`config.mk`:
```
export PLATFORM = sky130hd
export DESIGN_NAME = nios_ii_system_sysid_read_timer
export DESIGN_NICKNAME = d
export VERILOG_FILES = /design/src/rtl/nios_ii_system_sysid_pkg.sv /design/src/rtl/nios_ii_system_sysid_read_timer.sv
export SDC_FILE = /design/constraint.sdc
export NUM_CORES = 1
export LEC_CHECK = 0
export BUFFER_PORTS_ARGS = -buffer_cell sky130_fd_sc_hd__buf_4
export CAP_MARGIN = 20
export CELL_PAD_IN_SITES_DETAIL_PLACEMENT = 1
export CELL_PAD_IN_SITES_GLOBAL_PLACEMENT = 2
export CORE_AREA = 3 3 74 55
export DETAILED_ROUTE_END_ITERATION = 7
export DIE_AREA = 0 0 77 58
export PLACE_DENSITY = 0.86
export SYNTH_ARGS = -nofsm -noshare
export SYNTH_HDL_FRONTEND = slang
export SYNTH_SLANG_ARGS = --single-unit
```
`constraint.sdc`:
```
create_clock -name clock -period 2.65 [get_ports clock]
set_input_delay 0.6625 -clock clock [delete_from_list [all_inputs] [get_ports clock]]
set_output_delay 0.6625 -clock clock [all_outputs]
set_load 0.01 [all_outputs]
```
`src/rtl/nios_ii_system_sysid_pkg.sv`:
```
// Shared state encoding, bus addresses and default expected values for the
// Nios II system-ID checker.
package nios_ii_system_sysid_pkg;

  typedef enum logic [2:0] {
    IDLE    = 3'd0,
    RD_ID   = 3'd1,
    WAIT_ID = 3'd2,
    RD_TS   = 3'd3,
    WAIT_TS = 3'd4,
    CHECK   = 3'd5,
    FAIL    = 3'd6
  } sysid_state_t;

  localparam logic SYSID_ADDR_ID = 1'b0;
  localparam logic SYSID_ADDR_TS = 1'b1;

  localparam logic [31:0] SYSID_DEFAULT_ID        = 32'd0;
  localparam logic [31:0] SYSID_DEFAULT_TIMESTAMP = 32'd1429999420;
  localparam int unsigned SYSID_DEFAULT_TIMEOUT   = 255;
  localparam int unsigned SYSID_DEFAULT_RETRIES   = 3;
  localparam int unsigned SYSID_DEFAULT_REFRESH   = 1000000;

  localparam int unsigned SYSID_TIMEOUT_WIDTH = 16;
  localparam int unsigned SYSID_REFRESH_WIDTH = 32;

  // Address phase: read strobe is driven and waitrequest applies.
  function automatic logic sysid_is_read(input sysid_state_t s);
    return (s == RD_ID) || (s == RD_TS);
  endfunction

  // Data phase: read accepted, waiting for readdatavalid.
  function automatic logic sysid_is_wait(input sysid_state_t s);
    return (s == WAIT_ID) || (s == WAIT_TS);
  endfunction

endpackage

```
`src/rtl/nios_ii_system_sysid_read_timer.sv`:
```
// Loadable down-counter; expire flags the last enabled cycle of a loaded
// interval. Used for the per-read timeout and the periodic refresh interval.
module nios_ii_system_sysid_read_timer
  import nios_ii_system_sysid_pkg::*;
#(
  parameter int unsigned WIDTH = SYSID_TIMEOUT_WIDTH
) (
  input  logic             clock,
  input  logic             reset,
  input  logic             load,
  input  logic             enable,
  input  logic [WIDTH-1:0] load_value,
  output logic             expire
);

  logic [WIDTH-1:0] count;

  always_ff @(posedge clock) begin
    if (reset) begin
      count <= '0;
    end else if (load) begin
      count <= load_value;
    end else if (enable && (count != '0)) begin
      count <= count - WIDTH'(1);
    end
  end

  // A loaded value N expires during the N-th enabled cycle after the load.
  assign expire = enable && (count == WIDTH'(1));

endmodule

```
After elaboration in Yosys (flattened, before gate mapping)
Index checks and enable logic that the tools add are counted.
{"block": "totals", "rom_bits": 0, "memories": 0, "word_cells": 9, "ramBits": 0, "latch_bits": 0, "in_bits": 20, "reg_bits": 16, "output_inout_bits": 1}
{"block": "op_classes", "shift": 0, "bitwise_logic": 0, "addsub": 1, "n_reduce_logical": 4, "eq_ne": 1, "div": 0, "n_mux": 2, "magnitude_cmp": 0, "multipliers": 0}
{"operator": "$mux W16", "n": 2}
{"operator": "$eq A16 B1 Y1 const B", "n": 1}
{"operator": "$reduce_bool A16 Y1", "n": 1}
{"operator": "$sub A16 B1 Y16 const B", "n": 1}
{"operator": "$logic_and A1 B1 Y1", "n": 2}
{"operator": "$reduce_bool A2 Y1", "n": 1}

Logic depth before layout (Yosys ltp)
Gate-level depths: netlist of the first run.
{"block": "depth", "ltp_word": 4, "ltp_mapped": 6, "mapped_depth_nobuf": 6}

Worst setup path before layout of the first run
No wires, ideal clock.
{"block": "synth_timing", "path_kind": "flip-flop to output port", "start": "register count[3]", "end": "output port expire", "slack_ns": 0.501, "arrival_ns": 1.486, "required_ns": 1.987, "path_stages_with_launch": 4, "n_path_buf": 0, "path_cell_list": "dfxtp_1 > or4_4 > nor4_2 > and4b_1"}
{"block": "synth_between", "elab_chain_len": 2}
{"element": "start: declaration", "line_no": "nios_ii_system_sysid_read_timer.sv:16", "source": "logic [WIDTH-1:0] count;"}
{"element": "start signal: assignment", "line_no": "nios_ii_system_sysid_read_timer.sv:22", "source": "count <= load_value;"}
{"element": "start signal: assignment", "line_no": "nios_ii_system_sysid_read_timer.sv:24", "source": "count <= count - WIDTH'(1);"}
{"element": "$eq A16 B1 Y1", "line_no": "nios_ii_system_sysid_read_timer.sv:29", "source": "assign expire = enable && (count == WIDTH'(1));"}
{"element": "$logic_and A1 B1 Y1", "line_no": "nios_ii_system_sysid_read_timer.sv:29"}
{"element": "end: declaration", "line_no": "nios_ii_system_sysid_read_timer.sv:13", "source": "output logic expire"}
Every way passes these cells.

Worst setup path in the final report of the first run
Same ends and word-level chain as after synthesis.

==> results of run 1 <==
[kinds of logic (layout without fill, tap and decap cells)]
| logic type | Yosys count | after routing | synth area share (%) |
|---|---|---|---|
| buffers and inverters | 15 | 35 | 5.33 |
| adders and majority gates | 2 | 2 | 2.37 |
| xor gates and xnor gates | 1 | 1 | 0.829 |
| and+or+nand+nor | 55 | 55 | 33.3 |
| DFF | 16 | 16 | 30.3 |
| AOI/OAI and AO/OA | 37 | 37 | 27.9 |
[cell type report]
class | instances | area (µm²) | area share (%)
Sequential cell | 16 | 320 | 24.3
Clock buffer | 3 | 41.3 | 3.13
Tap cell | 50 | 62.6 | 4.74
Multi-Input combinational cell | 95 | 693 | 52.5
Timing Repair Buffer | 22 | 165 | 12.5
Inverter | 10 | 37.5 | 2.84
[routing by layer]
layer  global-route usage [%]  wire [µm]  vias up
met1                     21.8       1630      518
li1                         -          -      542
met5                        0          0        -
met4                     5.33         43        0
met2                     19.5       1220       24
met3                     4.35        151        4
[critical path, stage by stage, from the launching register on]
cell and delay, ns:
dfxtp_1 0.38, or4_4 0.61, nor4_4 0.29, and4b_1 0.23, buf_4 0.12
[stage by stage]
stage               utilization [%]  std cells  cell area [µm²]
floorplan                         -        126             1060
global placement               36.5        192             1260
detailed placement             36.5        192             1260
CTS                            38.0        195             1310
global route                   38.3        196             1320
finish                         38.3        196             1320
[power groups by stage]
stage	Combinational, µW	Clock (µW)	Sequential, µW
6_report	164	193	291
5_1_grt	184	210	295
4_1_cts	163	200	290
3_5_place_dp	159	0	295
3_3_place_gp	155	0	293
2_1_floorplan	110	0	284
[cell usage in the layout (no fill, tap or decap), types with 4 or more instances in the layout]
cell type  instances
buf_4             22
dfxtp_1           16
a21oi_1            7
a311oi_1           8
inv_1             10
a221oi_1           4
nand2_1            6
or4b_1             4
nor2_1            15
o21ai_0            5
[worst paths after layout]
kind,endpoint,from,slack [ns],cells past startpoint
worst min register to register,count[15],count[15],0.54,2
worst min-delay path,count[15],count[15],0.54,2
worst max-delay path,expire,count[3],0.11,4
worst max register to register,count[10],count[0],0.66,6
[what timing repair did]
action,in CTS,in global routing
pin swaps,0,1
endpoints found under the setup margin,1,1
buffers inserted,0,1
gates resized for setup,1,1
==> metrics, run 1 <==
Clock Skew=0.00150 ns; largest net degree at the start of global routing=22; Antenna diodes=0; power per cell area=491 nW/µm²; YS warnings=0; Clk network pwr share=29.7%; Yosys top cell area share=30.3%; Num CTS Buffers=3; Worst Path Required=1.99 ns; cts hold-fix bufs=0; worst rel slew slack=54.5%; Area Growth Syn to Fin=24.9%; Critical Path AT=1.88 ns; Skew-Pair Late Insertion Delay=0.26 ns; period utilization=96.0%; Routed WL=3040 µm; number of synthesized register bits=16; fmax=0.393 GHz; Post-synth EDFFs=0; Die W=77 µm; DRC Markers=0; Period minus WS final=2.54 ns; Cell Area, Synth=1060 µm²; Post-DP HPWL=2220 µm; crit-path max FO=7; count leader, synth=dfxtp_1; worst hold margin=0.538 ns; clock root cell=clkbuf_8; total track usage=14.6%; Switching Fraction=32.3%; vias per inst=5.55; Tot Pwr=648 µW; Synth Area per Inst=8.39 µm²; Syn Inst Count=126; # IOs=21; crit start category=flop; sum of negative setup slack=0 ns; die area=4470 µm²; Leak=0.000494 µW; CTS max path bufs=2; Power Internal=438 µW; CTS tree=yes; clk slew on worst S/H paths=0.06 ns; antenna violations before repair=0; via count=1088; Crit Path Category=reg -> out; fin worst setup slack=0.106 ns; ys async rst share=0%; routability cong.=0.818; iteration-0 DRC count of the detailed router=62; final net count=170; antenna viol nets, final=0; Combinational Power Share=25.4%; Largest Register=count; worst hold path class=reg -> reg; max-cap viol count=0; Die Y=58 µm; WL/cell=15.5 µm; final hold viol count=0; post-synthesis cell type count=42; final setup fails=0; first-pass GRT wire length=5060 µm; max reg flops=16; Final Max Tran Viols=0; worst slew pin tran=0.682 ns; starting density of the core=30.7%; GRT overflow=0; Max VDD drop=0.195 mV; Top Registers=count: 16 flops; most frequent cells after synthesis=dfxtp_1, nor2_1, inv_1, a311oi_1, a21oi_1; critical path endpoint category=output port; syn nets=148; Psw=209 µW; share of layout cells above drive strength 1=24.0%; First-pass DRT Iterations=4; pre-CTS setup slack=0.287 ns; outcome=complete, no violations; register area share after synthesis=30.3%; core area=3450 µm²; site row count=18; FILL cells=431; H-Tree Depth=1; port bufs=20; Synth area leader=dfxtp_1; Primary FF master, synth=dfxtp_1; CTS sink count=16; main area contributors after synthesis=dfxtp_1, a311oi_1, nor2_1; sequential share of power=44.9%; vias in the first global route=991
Note: power is estimated with default switching activity, not from simulation.
==> inputs of run 2 (changes only) <==
Settings changed: ABC_AREA from default to 1, CORE_AREA 3 3 74 55 to 3 3 84 62, DIE_AREA 0 0 77 58 to 0 0 87 65.
==> run 2 against run 1 <==
Wire length up 13%. Area after synthesis up 12%. Synthesized cell count up 67%. Flip-flop and latch count unchanged. Worst setup slack better by 0.34 ns.
==> metrics, run 2 <==
First-pass DRT Iterations=4; most frequent cells after synthesis=nor2_1, nand2_1, inv_1, dfxtp_1, nand3_1; Skew-Pair Late Insertion Delay=0.26 ns; clk slew on worst S/H paths=0.07 ns; Post-DP HPWL=2730 µm; worst rel slew slack=68.7%; clock root cell=clkbuf_8; Antenna diodes=0; Syn Inst Count=211; antenna violations before repair=0; Yosys top cell area share=26.9%; vias per inst=4.48; Post-CTS Resized=0; max reg flops=16; CTS sink count=16; Worst path max stage delay=0.35 ns; routability cong.=0.748; unrepaired setup endpoints after global routing=no; Psw=252 µW; register area share after synthesis=26.9%; Routed WL=3440 µm; Switching Fraction=35.9%; share of layout cells above drive strength 1=13.4%; crit start category=flop; port bufs=20; post-synthesis cell type count=21; ys async rst share=0%; worst slew pin tran=0.467 ns; final setup fails=0; Crit Path Category=reg -> out; worst hold path class=reg -> reg; outcome=complete, no violations; CTS max path bufs=2; critical path endpoint category=output port; Combinational Power Share=31.2%; final hold viol count=0; met3 Usage GRT=3.56%; Synth area leader=dfxtp_1; Cell Area, Synth=1190 µm²; count leader, synth=nor2_1; post-layout util=32.7%; CP cell instances=nor2_1 > nand2_1 > inv_1 > nand3_1 > nor4b_1 > buf_4; vias in the first global route=1239; total track usage=13.5%; sequential share of power=41.2%; first-pass GRT wire length=5930 µm; Leak=0.000731 µW; via count=1282; Crit path buffers/inverters=2; Period minus WS final=2.21 ns; Top Registers=count: 16 flops; GRT overflow=0; worst hold margin=0.541 ns; site row count=20; GR Util met1=20.5%; H-Tree Depth=1; DRC Markers=0; iteration-0 DRC count of the detailed router=27; # IOs=21; syn nets=233; CP delay by family, top=simple AND/OR/NAND/NOR gates; pre-CTS setup slack=0.566 ns; Max VDD drop=0.168 mV; YS warnings=0; number of synthesized register bits=16; Clk network pwr share=27.6%; Post-synth EDFFs=0; Final Max Tran Viols=0; cts hold-fix bufs=0; Worst Path Required=1.99 ns; most common cell after layout, fill and taps aside=nor2_1; Area Growth Syn to Fin=20.5%; Synth Area per Inst=5.63 µm²; main area contributors after synthesis=dfxtp_1, nor2_1, nand2_1; max-cap viol count=0; FILL cells=605; sum of negative setup slack=0 ns; die area=5660 µm²; Num CTS Buffers=3; setup bufs post-CTS=0; slowest CP cell=dfxtp_1; Clock Skew=0.00311 ns; starting density of the core=27.1%; largest net degree at the start of global routing=24; Largest Register=count; Primary FF master, synth=dfxtp_1; core area=4380 µm²; Die Y=65 µm; Power Internal=450 µW; WL/cell=12.0 µm; fin worst setup slack=0.442 ns; Tot Pwr=701 µW; antenna viol nets, final=0; Die W=87 µm; power per cell area=489 nW/µm²; met2 Use GR=18.6%; period utilization=83.3%; crit-path max FO=5; CTS tree=yes; commonest cells after routing, fill and taps aside=nor2_1, nand2_1, inv_1; Top Usage Layer GRT=met1; final net count=255; fmax=0.453 GHz; Critical Path AT=1.55 ns
[run 2: path summary, 6_finish.rpt]
check	startpoint	end	slack (ns)	depth (start not counted)
max	count[8]	expire	0.44	6
min	count[12]	count[12]	0.54	2
max reg2reg	count[0]	count[9]	0.79	10
min reg2reg	count[12]	count[12]	0.54	2
[run 2: stage by stage]
stage / area [µm²] / cells
6_report: 1430 / 286
2_1_floorplan: 1190 / 211
3_3_place_gp: 1390 / 283
5_1_grt: 1430 / 286
4_1_cts: 1430 / 286
3_5_place_dp: 1390 / 283
[run 2: power groups by stage]
stage	clock [µW]	sequential, µW	combinational, µW
after CTS	202	289	222
after global placement	0	294	218
after floorplan	0	287	158
after detailed placement	0	295	221
after global routing	214	293	257
final	193	289	219
[run 2: kinds of logic (layout without fill, tap and decap cells)]
| kind of cell | Yosys count | after routing | synth area share [%] |
|---|---|---|---|
| compound gates | 18 | 18 | 7.58 |
| xor+xnor | 5 | 5 | 3.68 |
| fa+ha+maj | 2 | 2 | 2.10 |
| buf+inv | 26 | 46 | 8.95 |
| flops | 16 | 16 | 26.9 |
| simple gates | 144 | 144 | 50.7 |
[run 2: layout make-up]
class	instances	area [µm²]	share of cell area, %
tap	55	68.8	4.80
sequential	16	320	22.4
clock buffer	3	41.3	2.88
timing repair buffer	21	158	11.0
multi-input combinational	169	762	53.2
inverter	22	82.6	5.76
[run 2: per-layer routing]
metal	wire length (µm)	up-vias
met2	1340	21
met5	0	-
met3	183	4
met4	25	0
li1	-	695
met1	1890	562
[run 2: worst min-delay path: cells and delay by family, from the launching register on]
family        cells  cell delay [ns]
simple gates      2             0.16
flops             1             0.34
==> inputs of run 3 (changes only) <==
Settings changed: ABC_AREA 1 to 0, CORE_AREA 3 3 84 62 to 3 3 74 55, DIE_AREA 0 0 87 65 to 0 0 77 58.
Clock period 2.65 ns to 2.1 ns, I/O delays scaled along.
==> run 3 against run 2 <==
The run now ends with negative setup slack left. Die area down 21%. Register-to-register slack worse by 0.73 ns. Wire length is 11% higher. Sequential power rose by 22%. Total power grew 32%. Cell count down 24%. Flip-flop and latch count unchanged. Critical endpoint unchanged.
==> metrics, run 3 (same netlist as run 1, synthesis figures left out) <==
FF/Latch Area=325 µm²; reg-to-reg startpoint=count[1]; vias in the first global route=1295; Die Y=58 µm; Critical Path AT=1.80 ns; fmax=0.429 GHz; Clock Skew=0.00185 ns; Die W=77 µm; CTS max path bufs=2; Area Growth Syn to Fin=41.1%; Max VDD drop=0.308 mV; die area=4470 µm²; critical path endpoint category=output port; Largest Register=count; share of layout cells above drive strength 1=36.5%; iteration-0 DRC count of the detailed router=40; crit-path max FO=2; Final Max Tran Viols=0; Num CTS Buffers=3; cts hold-fix bufs=0; final hold viol count=0; clock root cell=clkbuf_8; multi-input logic area=696 µm²; Clk network pwr share=31.1%; reg-to-reg endpoint=count[10]; max reg flops=16; antenna violations before repair=0; sequential share of power=38.0%; via count=1183; final net count=190; Power Internal=631 µW; worst rel slew slack=66.8%; DRC Markers=0; routability cong.=0.918; Psw=296 µW; outcome=finished, violations left; Worst Path Required=1.57 ns; Combinational Power Share=31.0%; max-cap viol count=0; R2R depth=6; Tot Pwr=927 µW; Post-DP HPWL=2840 µm; Antenna diodes=0; period utilization=111%; CTS sink count=16; Leak=0.000602 µW; Skew-Pair Late Insertion Delay=0.26 ns; failing checks=negative setup slack; r2r setup slk=0.06 ns; starting density of the core=30.7%; H-Tree Depth=1; min-delay src=load_value[1]; Routed WL=3830 µm; antenna viol nets, final=0; Crit Path Category=reg -> out; Top Registers=count: 16 flops; first-pass GRT wire length=6420 µm; worst slew pin tran=0.493 ns; Switching Fraction=31.9%; First-pass DRT Iterations=4; fin worst setup slack=-0.229 ns; CTS tree=yes; Final Non-Filler Cells=217; worst hold path class=in -> reg; site row count=18; most common cell after layout, fill and taps aside=buf_4; placed instance count=211; Period minus WS final=2.33 ns; FILL cells=436; # IOs=21; crit start category=flop; final setup fails=1; vias per inst=5.45; commonest cells after routing, fill and taps aside=buf_4, nor2_1, dfxtp_1; worst hold margin=0.521 ns; WL/cell=17.6 µm; core area=3450 µm²; total track usage=18.4%; Hold Path Cell Cnt=3; power per cell area=622 nW/µm²; unrepaired setup endpoints after global routing=yes; port bufs=20; pre-CTS setup slack=-0.0102 ns; clk slew on worst S/H paths=0.07 ns; Hold Path Sink=count[1]; GRT overflow=0; largest net degree at the start of global routing=17
run 3: cell count changes in the layout (fill, tap and decap cells not counted), sizes merged, moves of 5 or more:
cell | before | now
inv | 22 | 10
nand3 | 16 | 2
or4 | 0 | 6
a221oi | 0 | 5
nand2 | 57 | 6
buf | 21 | 42
o21ai | 14 | 6
nor2 | 66 | 15
a311oi | 0 | 9
run 3: cell type report:
cell class	count	area share, %
clock buffer	4	3.69
multi-input combinational	95	46.6
tap	50	4.19
inverter	10	2.52
sequential	16	21.8
timing repair buffer	42	21.1
run 3: stage by stage:
step	setup TNS (ns)	area [µm²]	utilization [%]
detailed placement	-0.0102	1400	40.7
finish	-0.229	1490	43.3
global route	-0.432	1490	43.3
floorplan	0	1060	-
CTS	-0.225	1480	42.9
global placement	0	1400	40.7
run 3: routing by layer:
metal | wire length (µm) | track usage (%) | part of all wire [%]
met5 | 0 | 0 | 0
met4 | 49 | 5.08 | 1.3
met3 | 278 | 4.66 | 7.3
met2 | 1680 | 30.8 | 44
met1 | 1820 | 24.0 | 48
run 3: power groups by stage:
stage	Clock (µW)	Sequential, µW	Combinational, µW
final	288	352	287
after global routing	309	355	317
after CTS	293	350	282
after detailed placement	0	356	272
after global placement	0	353	261
after floorplan	0	359	139
run 3: worst max-delay path: stages, from the launching register on:
cell and delay (ns):
dfxtp_2 0.33, or4_4 0.56, nor4_4 0.32, and4b_1 0.23, buf_4 0.12
run 3: how the worst max path moves through the flow:
stage	start	to	slack, ns	cells after the start
after floorplan	count[3]	expire	0.09	3
after global placement	count[15]	expire	0.05	4
after detailed placement	count[13]	expire	-0.01	4
after CTS	count[14]	expire	-0.22	4
after global routing	count[3]	expire	-0.28	4
final	count[3]	expire	-0.23	4
run 3: repair_timing:
item	4_1_cts	5_1_grt
endpoints found under the hold margin	0	0
setup endpoints to repair	1	3
gates resized for setup	3	5
setup buffers	1	1
pin swaps	3	2
